## config.mk

```make
export PLATFORM = sky130hd
export DESIGN_NAME = bubble_spawn_ctrl
export DESIGN_NICKNAME = d
export VERILOG_FILES = /design/src/rtl/bubble_spawn_ctrl.sv
export SDC_FILE = /design/constraint.sdc
export NUM_CORES = 1
export LEC_CHECK = 0
export ABC_AREA = 0
export BUFFER_PORTS_ARGS = -buffer_cell sky130_fd_sc_hd__buf_2
export CORE_MARGIN = 10
export CORE_UTILIZATION = 54
export CTS_CLUSTER_SIZE = 28
export DETAILED_ROUTE_END_ITERATION = 6
export HOLD_SLACK_MARGIN = 0.03
export PLACE_DENSITY = 0.8
export SETUP_SLACK_MARGIN = 0.2
export SKIP_CTS_REPAIR_TIMING = 1
export SLEW_MARGIN = 20
export SYNTH_ARGS = -nofsm -noshare
export SYNTH_HDL_FRONTEND = slang
export SYNTH_SLANG_ARGS = --single-unit
```

## constraint.sdc

```tcl
create_clock -name clk -period 3.53 [get_ports clk]
set_input_delay 0.1765 -clock clk [delete_from_list [all_inputs] [get_ports clk]]
set_output_delay 0.1765 -clock clk [all_outputs]
set_load 0.02 [all_outputs]
```

## src/rtl/bubble_spawn_ctrl.sv

```systemverilog
// Slot allocator and sequencer for a pool of bubble_move instances: seeds each level, turns splits into children.
// Optional: define BUBBLE_SPAWN_SCORE_EN to add a saturating 16-bit score output.
module bubble_spawn_ctrl #(
    parameter int N_SLOTS   = 8,
    parameter int INIT_SIZE = 3,
    parameter int INIT_X    = 100,
    parameter int INIT_Y    = 60
) (
    input  logic                  clk,
    input  logic                  resetN,
    input  logic                  level_start,
    input  logic [N_SLOTS-1:0]    split,
    input  logic [11*N_SLOTS-1:0] slot_x,
    input  logic [11*N_SLOTS-1:0] slot_y,
    output logic [N_SLOTS-1:0]    start,
    output logic [N_SLOTS-1:0]    direction,
    output logic [3*N_SLOTS-1:0]  size,
    output logic [11*N_SLOTS-1:0] startTopX,
    output logic [11*N_SLOTS-1:0] startTopY,
    output logic [N_SLOTS-1:0]    active,
    output logic                  level_done,
    output logic                  overflow
`ifdef BUBBLE_SPAWN_SCORE_EN
    ,
    output logic [15:0]           score
`endif
);
    localparam int IW = $clog2(N_SLOTS);

    typedef enum logic [2:0] {IDLE, SEED, PICK, SPAWN_L, SPAWN_R} state_t;

    state_t             state_q, state_d;
    logic [N_SLOTS-1:0] pending_q, pending_d;
    logic [N_SLOTS-1:0] active_q, active_d;
    logic [N_SLOTS-1:0] dir_q, dir_d;
    logic [N_SLOTS-1:0] start_d;
    logic [N_SLOTS-1:0] cap_mask;
    logic               armed_q, armed_d;
    logic               overflow_q, overflow_d;
    logic               done_d;
    logic [IW-1:0]      sel_q, sel_d;
    logic [IW-1:0]      pend_idx, free_idx;
    logic               free_found;

    logic [2:0]  size_q [N_SLOTS];
    logic [2:0]  size_d [N_SLOTS];
    logic [10:0] x_q    [N_SLOTS];
    logic [10:0] x_d    [N_SLOTS];
    logic [10:0] y_q    [N_SLOTS];
    logic [10:0] y_d    [N_SLOTS];
    logic [2:0]  cap_size_q [N_SLOTS];
    logic [2:0]  cap_size_d [N_SLOTS];
    logic [10:0] cap_x_q    [N_SLOTS];
    logic [10:0] cap_x_d    [N_SLOTS];
    logic [10:0] cap_y_q    [N_SLOTS];
    logic [10:0] cap_y_d    [N_SLOTS];

`ifdef BUBBLE_SPAWN_SCORE_EN
    logic [15:0] score_q, score_d;
    logic [16:0] score_sum;
    assign score_sum = {1'b0, score_q} + 17'(4'd8 - {1'b0, cap_size_q[pend_idx]});
    assign score     = score_q;
`endif

    // Splits are discarded while a level restart is being taken.
    assign cap_mask = level_start ? '0 : (split & active_q);

    always_comb begin
        for (int i = 0; i < N_SLOTS; i++) begin
            cap_size_d[i] = cap_mask[i] ? size_q[i] : cap_size_q[i];
            cap_x_d[i]    = cap_mask[i] ? slot_x[11*i +: 11] : cap_x_q[i];
            cap_y_d[i]    = cap_mask[i] ? slot_y[11*i +: 11] : cap_y_q[i];
        end
    end

    // Descending scan so the lowest matching index is the one left standing.
    always_comb begin
        pend_idx   = '0;
        free_idx   = '0;
        free_found = 1'b0;
        for (int i = N_SLOTS - 1; i >= 0; i--) begin
            if (pending_q[i]) pend_idx = IW'(i);
            if (!active_q[i] && !pending_q[i]) begin
                free_idx   = IW'(i);
                free_found = 1'b1;
            end
        end
    end

    always_comb begin
        state_d    = state_q;
        sel_d      = sel_q;
        pending_d  = pending_q | cap_mask;
        active_d   = active_q & ~cap_mask;
        armed_d    = armed_q;
        overflow_d = overflow_q;
        start_d    = '0;
        dir_d      = dir_q;
        size_d     = size_q;
        x_d        = x_q;
        y_d        = y_q;
`ifdef BUBBLE_SPAWN_SCORE_EN
        score_d    = score_q;
`endif
        done_d = armed_q && (active_q == '0) && (pending_q == '0) && (state_q == IDLE);
        if (done_d) armed_d = 1'b0;

        if (level_start) begin
            state_d    = SEED;
            pending_d  = '0;
            active_d   = '0;
            overflow_d = 1'b0;
`ifdef BUBBLE_SPAWN_SCORE_EN
            score_d    = '0;
`endif
        end else begin
            case (state_q)
                IDLE: if (pending_q != '0) state_d = PICK;
                SEED: begin
                    size_d[0]   = 3'(INIT_SIZE);
                    x_d[0]      = 11'(INIT_X);
                    y_d[0]      = 11'(INIT_Y);
                    dir_d[0]    = 1'b1;
                    start_d[0]  = 1'b1;
                    active_d[0] = 1'b1;
                    armed_d     = 1'b1;
                    state_d     = IDLE;
                end
                PICK: begin
                    sel_d               = pend_idx;
                    pending_d[pend_idx] = 1'b0;
`ifdef BUBBLE_SPAWN_SCORE_EN
                    score_d = score_sum[16] ? 16'hFFFF : score_sum[15:0];
`endif
                    state_d = (cap_size_q[pend_idx] == 3'd0) ? IDLE : SPAWN_L;
                end
                SPAWN_L, SPAWN_R: begin
                    // The left child is already active by SPAWN_R, so it is excluded there.
                    if (free_found) begin
                        size_d[free_idx]   = cap_size_q[sel_q] - 3'd1;
                        x_d[free_idx]      = cap_x_q[sel_q];
                        y_d[free_idx]      = cap_y_q[sel_q];
                        dir_d[free_idx]    = (state_q == SPAWN_R);
                        start_d[free_idx]  = 1'b1;
                        active_d[free_idx] = 1'b1;
                    end else begin
                        overflow_d = 1'b1;
                    end
                    state_d = (state_q == SPAWN_L) ? SPAWN_R : IDLE;
                end
                default: state_d = IDLE;
            endcase
        end
    end

    always_ff @(posedge clk or negedge resetN) begin
        if (!resetN) begin
            state_q    <= IDLE;
            sel_q      <= '0;
            pending_q  <= '0;
            active_q   <= '0;
            armed_q    <= 1'b0;
            overflow_q <= 1'b0;
            dir_q      <= '0;
`ifdef BUBBLE_SPAWN_SCORE_EN
            score_q    <= '0;
`endif
            for (int i = 0; i < N_SLOTS; i++) begin
                size_q[i]     <= '0;
                x_q[i]        <= '0;
                y_q[i]        <= '0;
                cap_size_q[i] <= '0;
                cap_x_q[i]    <= '0;
                cap_y_q[i]    <= '0;
            end
        end else begin
            state_q    <= state_d;
            sel_q      <= sel_d;
            pending_q  <= pending_d;
            active_q   <= active_d;
            armed_q    <= armed_d;
            overflow_q <= overflow_d;
            dir_q      <= dir_d;
`ifdef BUBBLE_SPAWN_SCORE_EN
            score_q    <= score_d;
`endif
            size_q     <= size_d;
            x_q        <= x_d;
            y_q        <= y_d;
            cap_size_q <= cap_size_d;
            cap_x_q    <= cap_x_d;
            cap_y_q    <= cap_y_d;
        end
    end

    // Per-slot parameters become visible in the same cycle as their start pulse.
    for (genvar gi = 0; gi < N_SLOTS; gi++) begin : g_out
        assign size[3*gi +: 3]       = size_d[gi];
        assign startTopX[11*gi +: 11] = x_d[gi];
        assign startTopY[11*gi +: 11] = y_d[gi];
    end

    assign start      = start_d;
    assign direction  = dir_d;
    assign active     = active_q;
    assign overflow   = overflow_q;
    assign level_done = done_d;

endmodule

```

# Word level (Yosys, flattened, before mapping)
# Cells that the tools add are included.
word_totals:
  register_bits: 432
  elab_cells: 206
  output_inout_bits: 226
classes:
  reduce_logical: 39
  bitwise_logic: 11
  mux: 86
  add_sub_neg: 1
  n_lt_le_gt_ge: 8
  eq_ne: 6
ops:
  columns: ["cell", "n"]
  rows:
  - ["$mux 88", 4]
  - ["$bwmux 88", 2]
  - ["$mux 77", 2]
  - ["$mux 3", 24]
  - ["$mux 8", 9]
  - ["$bmux 11 s3", 2]
  - ["$mux 11", 5]
  - ["$mux 24", 2]
  - ["$pmux 11 s2", 2]
  - ["$demux 11 s3", 1]
  - ["$and 8x8->8", 3]
  - ["$bwmux 24", 1]
  - ["$mux 21", 1]
  - ["$mux 7", 3]
  - ["$bmux 3 s3", 2]
  - ["$logic_not 1->1", 16]
  - ["$logic_not 8->1", 2]
  - ["$mux 1", 16]
  - ["$not 8->8", 2]
  - ["$or 8x8->8", 2]
  - ["$logic_and 1x1->1", 14]
  - ["$ge 4x4->1 const B", 3]
  - ["$not 3->4", 3]
  - ["$demux 3 s3", 1]
  - ["other kinds (21)", 29]

# Logic depth before layout (Yosys ltp)
# Gate-level depths: netlist (run 1).
logic_depth:
  depth_word: 19
  depth_mapped: 9

# Worst setup path after synthesis (run 1)
# OpenSTA, ideal clock, no wires.
synth_path:
  kind: "register -> register"
  startpoint: "register sel_q[0]"
  endpoint: "register size_q[19] (netlist name)"
  stages_incl_launch_ff: 8
  setup_slack_ns: 0.648
  arrival_ns: 2.696
  setup_ns: 0.186
  cell_sequence: "dfrtp_1 > clkbuf_1 > buf_2 > mux4_2 > mux2i_1 > ha_1 > buf_1 > o21ai_0"
synth_between:
  elab_chain_cells: 9
synth_rtl:
  columns: ["item", "line_no", "text"]
  rows:
  - ["start: declaration", "41", "logic [IW-1:0] sel_q, sel_d;"]
  - ["start signal: assignment", "178", "sel_q <= sel_d;"]
  - ["$not 3->4 (not written as such)", "140", "size_d[free_idx] = cap_size_q[sel_q] - 3'd1;"]
  - ["$bmux 3 s3", "140", null]
  - ["$mux 3 (not written as such) (2 in series)", "140", null]
  - ["$sub 3x1->3", "140", null]
  - ["$bwmux 24", "140", null]
  - ["$mux 24", "139", "if (free_found) begin"]
  - ["$mux 21", "117", "case (state_q)"]
  - ["$mux 24", "108", "if (level_start) begin"]
  - ["via size[4]", "17", "output logic [3*N_SLOTS-1:0] size,"]
  - ["end signal: assignment", "187", "size_q <= size_d;"]
  - ["end: declaration", "45", "logic [2:0] size_q [N_SLOTS];"]
# The timed path passes the listed nets, and every way through them passes these cells. The select of a mux whose other input is x is not followed.
# A chain may end at the register's enable or synchronous reset.

# Worst setup path in the final report (run 1)
layout_path:
  startpoint: "register sel_q[0]"
  endpoint: "output size[23]"
layout_between:
  elab_chain_cells: 9
layout_rtl:
  columns: ["item", "line_no"]
  rows:
  - ["$not 3->4 (not written as such)", "140"]
  - ["$bmux 3 s3", "140"]
  - ["$mux 3 (not written as such) (2 in series)", "140"]
  - ["$sub 3x1->3", "140"]
  - ["$bwmux 24", "140"]
  - ["$mux 24", "139"]
  - ["$mux 21", "117"]
  - ["$mux 24", "108"]
  - ["end: declaration", "17"]
# Every way passes these cells. The select of a mux whose other input is x is not followed.

==> reports/results.md, run 1 <==
| Item | Reported | Unit |
|:---|:---|:---|
| Number of optimization iterations in the first detailed-route pass | 5 | - |
| Share of synthesized area spent on multiplexers | 0.2962 | - |
| Final design utilization | 0.7379 | - |
| Layout cell share with drive strength beyond 1 | 0.5148 | - |
| Global-route wire length before repair | 84.72 | mm |
| Post-detail-place hpwl | 39.84 | mm |
| Residual DRC count | 0 | - |
| Synth Instances | 1206 | - |
| Number of flip-flops and latches in the synthesized netlist | 432 | - |
| Max Cap Violations | 0 | - |
| Yosys warnings | 0 | - |
| Net count of the mapped netlist | 1394 | - |
| Category of the most critical setup path | reg2out | - |
| Worst slew pin tran | 0.9416 | ns |
| Class of the tightest hold or removal check | in2async | - |
| Die outline height | 202.9 | µm |
| Async set-or-reset flop fraction in the synthesized netlist | 1.000 | - |
| Basic-gate share of the synthesized area counting and, or, nand and nor cells | 0.04441 | - |
| Minimum setup slack among reg-to-reg paths | 0.83 | ns |
| Maximum frequency from static timing analysis | 0.3090 | GHz |
| Pre-CTS setup slack | 0.7188 | ns |
| Routed vias | 13450 | - |
| Area of the core | 32780 | µm² |
| Worst flop-to-flop path startpoint | pending_q[7] | - |
| Final clock period utilization by the worst path | 0.9168 | - |
| Capture instance of the worst register-to-register path | state_q[0] | - |
| Max_slew headroom | 0.3715 | - |
| Aggregate negative setup slack | 0 | ns |
| Maximum number of pins on one net before global-route repair | 103 | - |
| Clock-pin slew on the worst setup and hold paths | 0.06 | ns |
| Fin. Hold Viols | 0 | - |
| Number of antenna violations at the first check in global routing | 6 | - |
| Sequential-to-total area share from yosys stat | 0.5986 | - |
| Number of placed instances, taps included | 2029 | - |
| Sink Count | 432 | - |
| Synthesis-to-layout area growth | 33.96 | % |
| Run status | finished clean | - |
| Worst setup slack after layout | 0.2937 | ns |
| Post-synthesis instance area | 18060 | µm² |
| Primary FF master, synth | sky130_fd_sc_hd__dfrtp_1 | - |
| # IOs | 413 | - |
| CTS Buffer Depth | 3 | - |
| CP Data Required Time | 3.35 | ns |
| CP Capture Type | output port | - |
| X dimension of the die | 202.9 | µm |
| Post-synth EDFFs | 0 | - |
| Latest clock arrival within the worst-skew pair | 0.56 | ns |
| Mapped Avg Cell Area | 14.97 | µm² |
| Critical path launch point type | flip-flop | - |
| Vias in the first global route | 13350 | - |
| Unrepaired setup endpoints after global routing | yes | - |
| VDD IR max | 534.9 | µV |
| Clock tree from TritonCTS | done | - |
| Final antenna-violating net count | 0 | - |
| Post-layout nets | 2014 | - |
| PortBufs | 412 | - |
| Most common cell after layout, fill and taps aside | sky130_fd_sc_hd__dfrtp_1 | - |
| FP Rows | 66 | - |
| Count of non-filler cells in the finished layout | 2303 | - |
| Final weighted congestion in routability-driven placement | 0.9091 | - |
| Share of the synthesized area in compound gates (AO/OA/AOI/OAI) | 0.03755 | - |
| Main combinational cell family by area after synthesis | multiplexers | - |
| Pwr dens | 528.5 | nW/µm² |
| Arrival time of the worst setup path | 3.06 | ns |
| Clock period minus final worst setup slack | 3.236 | ns |
| Routed wire length per instance | 27.37 | µm |
| Starting density of the core | 0.5508 | - |
| Max-slew violation count | 0 | - |
| Full die area | 41160 | µm² |
| Distinct cell type count after synthesis | 51 | - |
| Fin Clk Skew | 0.01610 | ns |
| Crit Path Max Fanout | 14 | - |
| Post-synthesis adder-cell area fraction | 0.0006929 | - |
| CTS Buf Count | 45 | - |
| Worst reg2reg path depth | 6 | - |
| Initial DRC Count | 921 | - |
| Overall track demand over capacity in global routing | 0.2701 | - |
| DR vias/cell | 5.839 | - |
| Xor-xnor portion of the synthesized cell area | 0.0004850 | - |
| Residual overflow from global routing | 0 | - |
| H-tree depth | 2 | - |
| Root Buffer Master | sky130_fd_sc_hd__clkbuf_16 | - |
| Leakage power | 12.68 | nW |
| Top library cells by usage in the layout, fill and taps aside | 430 x sky130_fd_sc_hd__dfrtp_1, 411 x sky130_fd_sc_hd__buf_2, 355 x sky130_fd_sc_hd__mux2_2 | - |
| Routed wire length | 63.03 | mm |
| Final setup violation count | 0 | - |
## metal layers
layer | share of wire | GRT usage | wire length (µm)
met5 | 0 | 0 | 0
met4 | 0.039 | 0.09646 | 2468
met3 | 0.080 | 0.07005 | 5041
met2 | 0.50 | 0.4384 | 31690
met1 | 0.38 | 0.3452 | 23830
## metrics by stage
stage | instance area, µm² | hold WS (ns) | total power, mW
2_1_floorplan | 18060 | -0.1191 | 6.652
3_3_place_gp | 20690 | 0.2531 | 7.572
3_5_place_dp | 20690 | 0.2588 | 7.635
4_1_cts | 22200 | -0.3155 | 12.52
5_1_grt | 24190 | 0.3276 | 13.22
6_report | 24190 | 0.2625 | 12.79
## cells in the mapped netlist (all sizes together), types with 9 or more instances
master | count | area share
mux4 | 50 | 0.062
mux2 | 367 | 0.23
nor2 | 26 | 0.0055
nand2 | 102 | 0.021
a211oi | 9 | 0.0037
nand3 | 12 | 0.0036
dfrtp | 432 | 0.60
a22o | 16 | 0.0078
nor3 | 9 | 0.0050
o21ai | 20 | 0.0055
inv | 17 | 0.0035
clkbuf | 37 | 0.0078
mux2i | 9 | 0.0050
buf | 27 | 0.011
o22a | 10 | 0.0048
## worst max-delay path, cell delays in order, from the launching register on
cell                      delay, ns
sky130_fd_sc_hd__dfrtp_4       0.65
sky130_fd_sc_hd__mux4_2        0.55
sky130_fd_sc_hd__mux2i_1       0.16
sky130_fd_sc_hd__buf_4         0.20
sky130_fd_sc_hd__ha_1          0.20
sky130_fd_sc_hd__xnor2_2       0.24
sky130_fd_sc_hd__mux2_2        0.29
sky130_fd_sc_hd__buf_2         0.21
## final cells by class
| type | instances | area [µm²] |
|---|---|---|
| diodes | 6 | 15.01 |
| clock buffers | 57 | 1231 |
| clock inverters | 19 | 279.0 |
| fillers | 2021 | 8592 |
| inverters | 18 | 67.56 |
| multi-input cells | 692 | 6897 |
| flip-flops and latches | 432 | 10820 |
| well taps | 442 | 553.0 |
| repair buffers | 637 | 4334 |
## cell families after synthesis
kind of cell / Yosys count
flip-flops: 432
multiplexers: 426
AND/OR/NAND/NOR: 172
AO/OA/AOI/OAI: 92
buffers and inverters: 82
XOR/XNOR: 1
adder cells (fa/ha/maj): 1
## worst max path at each step
| stage | endpoint | slack [ns] | cells past startpoint | from |
|---|---|---|---|---|
| after floorplan | size_q[19] | 0.65 | 7 | sel_q[0] |
| after global placement | startTopY[44] | 0.78 | 5 | sel_q[1] |
| after detailed placement | startTopY[45] | 0.72 | 5 | sel_q[1] |
| after CTS | size[23] | 0.13 | 7 | sel_q[1] |
| after global routing | size[4] | 0.16 | 6 | sel_q[0] |
| final | size[23] | 0.29 | 7 | sel_q[0] |
## power breakdown
| group | switching, mW | total [mW] | internal [mW] |
|---|---|---|---|
| clock network | 1.98 | 4.95 | 2.97 |
| logic | 1.41 | 2.37 | 0.966 |
| registers | 0.222 | 5.46 | 5.24 |
## sequential cells by signal, summed over array words and instances (netlist names)
signal      flops
y_q            88
cap_y_q        88
active          8
state_q         3
cap_x_q        88
x_q            88
cap_size_q     24
armed_q         1
dir_q           8
overflow        1
pending_q       8
size_q         24
sel_q           3
No activity file was read; power rests on OpenSTA's default activity.
==> run 2, diff against run 1 <==
==> constraint.sdc (replaced) <==
create_clock -name clk -period 3.3 [get_ports clk]
set_input_delay 0.165 -clock clk [delete_from_list [all_inputs] [get_ports clk]]
set_output_delay 0.165 -clock clk [all_outputs]
set_load 0.02 [all_outputs]
==> reports/results.md, run 2 (synthesized netlist as in run 1, its figures left out) <==
| Item | Reported | Unit | Delta |
|:---|:---|:---|:---|
| Run status | finished clean | - | unchanged |
| Number of antenna violations at the first check in global routing | 5 | - | was 6 |
| Unrepaired setup endpoints after global routing | yes | - | unchanged |
| Arrival time of the worst setup path | 2.96 | ns | was 3.06 ns |
| Number of optimization iterations in the first detailed-route pass | 5 | - | unchanged |
| FP Rows | 66 | - | unchanged |
| # IOs | 413 | - | unchanged |
| Top library cells by usage in the layout, fill and taps aside | 426 x sky130_fd_sc_hd__dfrtp_1, 389 x sky130_fd_sc_hd__buf_2, 347 x sky130_fd_sc_hd__mux2_2 | - | was 430 x sky130_fd_sc_hd__dfrtp_1, 411 x sky130_fd_sc_hd__buf_2, 355 x sky130_fd_sc_hd__mux2_2 |
| Global-route wire length before repair | 84.26 | mm | was 84.72 mm |
| Worst slew pin tran | 0.7080 | ns | was 0.9416 ns |
| Pwr dens | 558.9 | nW/µm² | was 528.5 nW/µm² |
| Class of the tightest hold or removal check | in2async | - | unchanged |
| Routed vias | 13590 | - | was 13450 |
| Logic pwr share | 0.193 | - | was 0.185 |
| Switch share | 0.2857 | - | was 0.2823 |
| Total Power Consumption | 13.78 | mW | was 12.79 mW |
| CP Capture Type | output port | - | unchanged |
| Post-detail-place hpwl | 39.94 | mm | was 39.84 mm |
| Max Cap Violations | 0 | - | unchanged |
| H-tree depth | 2 | - | unchanged |
| Initial DRC Count | 840 | - | was 921 |
| Synthesis-to-layout area growth | 36.57 | % | was 33.96% |
| Category of the most critical setup path | reg2out | - | unchanged |
| Max-slew violation count | 0 | - | unchanged |
| Die outline height | 202.9 | µm | unchanged |
| CTS Buffer Depth | 3 | - | unchanged |
| Final clock period utilization by the worst path | 0.9476 | - |  |
| Storage cell area | 10820 | µm² | about the same |
| Full die area | 41160 | µm² | unchanged |
| Final design utilization | 0.7523 | - | was 0.7379 |
| Minimum setup slack among reg-to-reg paths | 0.65 | ns | was 0.83 ns |
| Worst setup slack after layout | 0.1728 | ns | was 0.2937 ns |
| Fin. Hold Viols | 0 | - | unchanged |
| Aggregate negative setup slack | 0 | ns | unchanged |
| Maximum number of pins on one net before global-route repair | 101 | - | was 103 |
| Crit Path Max Fanout | 12 | - | was 14 |
| Final setup violation count | 0 | - | unchanged |
| Fin Clk Skew | 0.01494 | ns | was 0.01610 ns |
| DR vias/cell | 5.847 | - | was 5.839 |
| CP Data Required Time | 3.13 | ns | was 3.35 ns |
| Layout fillers | 1914 | - | was 2021 |
| Post-layout nets | 2030 | - | was 2014 |
| Clock-pin slew on the worst setup and hold paths | 0.06 | ns | about the same |
| Final antenna-violating net count | 0 | - | unchanged |
| Starting density of the core | 0.5508 | - | unchanged |
| Area of the multi-input gates | 6970 | µm² | was 6897 µm² |
| Number of placed instances, taps included | 2031 | - | was 2029 |
| Leakage power | 12.84 | nW | was 12.68 nW |
| Most common cell after layout, fill and taps aside | sky130_fd_sc_hd__dfrtp_1 | - | unchanged |
| Critical path launch point type | flip-flop | - | unchanged |
| Residual overflow from global routing | 0 | - | unchanged |
| Count of non-filler cells in the finished layout | 2325 | - | was 2303 |
| Clock network power share | 0.384 | - | was 0.387 |
| Sink Count | 432 | - | unchanged |
| Max_slew headroom | 0.5237 | - | was 0.3715 |
| Maximum frequency from static timing analysis | 0.3198 | GHz |  |
| Clock period minus final worst setup slack | 3.127 | ns |  |
| Internal power | 9.845 | mW | was 9.176 mW |
| Residual DRC count | 0 | - | unchanged |
| Final weighted congestion in routability-driven placement | 0.9155 | - | was 0.9091 |
| Routed wire length | 64.55 | mm | was 63.03 mm |
| Area of the core | 32780 | µm² | unchanged |
| PortBufs | 412 | - | unchanged |
| Psw | 3.938 | mW | was 3.610 mW |
| Pre-CTS setup slack | 0.3936 | ns | was 0.7188 ns |
| X dimension of the die | 202.9 | µm | unchanged |
| Root Buffer Master | sky130_fd_sc_hd__clkbuf_16 | - | unchanged |
| Overall track demand over capacity in global routing | 0.2667 | - | was 0.2701 |
| Clock tree from TritonCTS | done | - | unchanged |
| Vias in the first global route | 13400 | - | was 13350 |
| Routed wire length per instance | 27.77 | µm | was 27.37 µm |
| VDD IR max | 454.3 | µV | was 534.9 µV |
| CTS Buf Count | 44 | - | was 45 |
| Seq pwr share | 0.422 | - | was 0.427 |
| Layout cell share with drive strength beyond 1 | 0.5242 | - | was 0.5148 |
| Latest clock arrival within the worst-skew pair | 0.55 | ns | was 0.56 ns |
[run 2: final timing paths]
kind / depth (start not counted) / from / end
max: 10 / state_q[2] / startTopX[77]
max reg2reg: 6 / pending_q[2] / state_q[0]
max in group asynchronous: 3 / resetN / cap_x_q[70]
min reg2reg: 2 / y_q[69] / y_q[69]
min: 2 / resetN / x_q[39]
min in group clk: 3 / slot_y[28] / cap_y_q[61]
[run 2: worst max-delay path, stage by stage, from the launching register on]
cell and delay, ns:
sky130_fd_sc_hd__dfrtp_1 0.43, sky130_fd_sc_hd__nor3b_4 0.22, sky130_fd_sc_hd__buf_6 0.14, sky130_fd_sc_hd__a21oi_4 0.05, sky130_fd_sc_hd__nor3_4 0.26, sky130_fd_sc_hd__nand3_2 0.18, sky130_fd_sc_hd__nor3_4 0.28, sky130_fd_sc_hd__buf_4 0.17
sky130_fd_sc_hd__buf_12 0.14, sky130_fd_sc_hd__mux2_2 0.38, sky130_fd_sc_hd__buf_2 0.17
[run 2: power groups by stage]
stage | sequential [mW] | combinational (mW) | clock [mW]
4_1_cts | 5.82 | 2.28 | 5.31
6_report | 5.82 | 2.66 | 5.30
5_1_grt | 5.84 | 2.81 | 5.55
3_3_place_gp | 5.90 | 2.21 | 0
3_5_place_dp | 5.92 | 2.26 | 0
2_1_floorplan | 5.79 | 1.33 | 0
[run 2: routing by layer]
layer | wire length [µm] | vias up | share of wire | track usage
met2 | 32410 | 686 | 0.50 | 0.4394
met1 | 25320 | 7102 | 0.39 | 0.3440
met5 | 0 | - | 0 | 0
met4 | 2349 | 0 | 0.036 | 0.08660
li1 | - | 5657 | - | -
met3 | 4472 | 149 | 0.069 | 0.06082
[run 2: metrics by stage]
stage,hold WS (ns),instance area (µm²)
2_1_floorplan,-0.1306,18060
3_5_place_dp,0.1421,20720
6_report,0.1575,24660
3_3_place_gp,0.1380,20720
5_1_grt,0.2063,24660
4_1_cts,-0.4260,22250
[run 2: layout make-up]
cell class                 instances  share of cell area
tap                              442             0.02242
sequential                       432              0.4387
multi-input combinational        692              0.2826
timing repair buffer             654              0.1908
antenna                            6           0.0006088
inverter                          18            0.002790
clock inverter                    17            0.009031
clock buffer                      64             0.05302
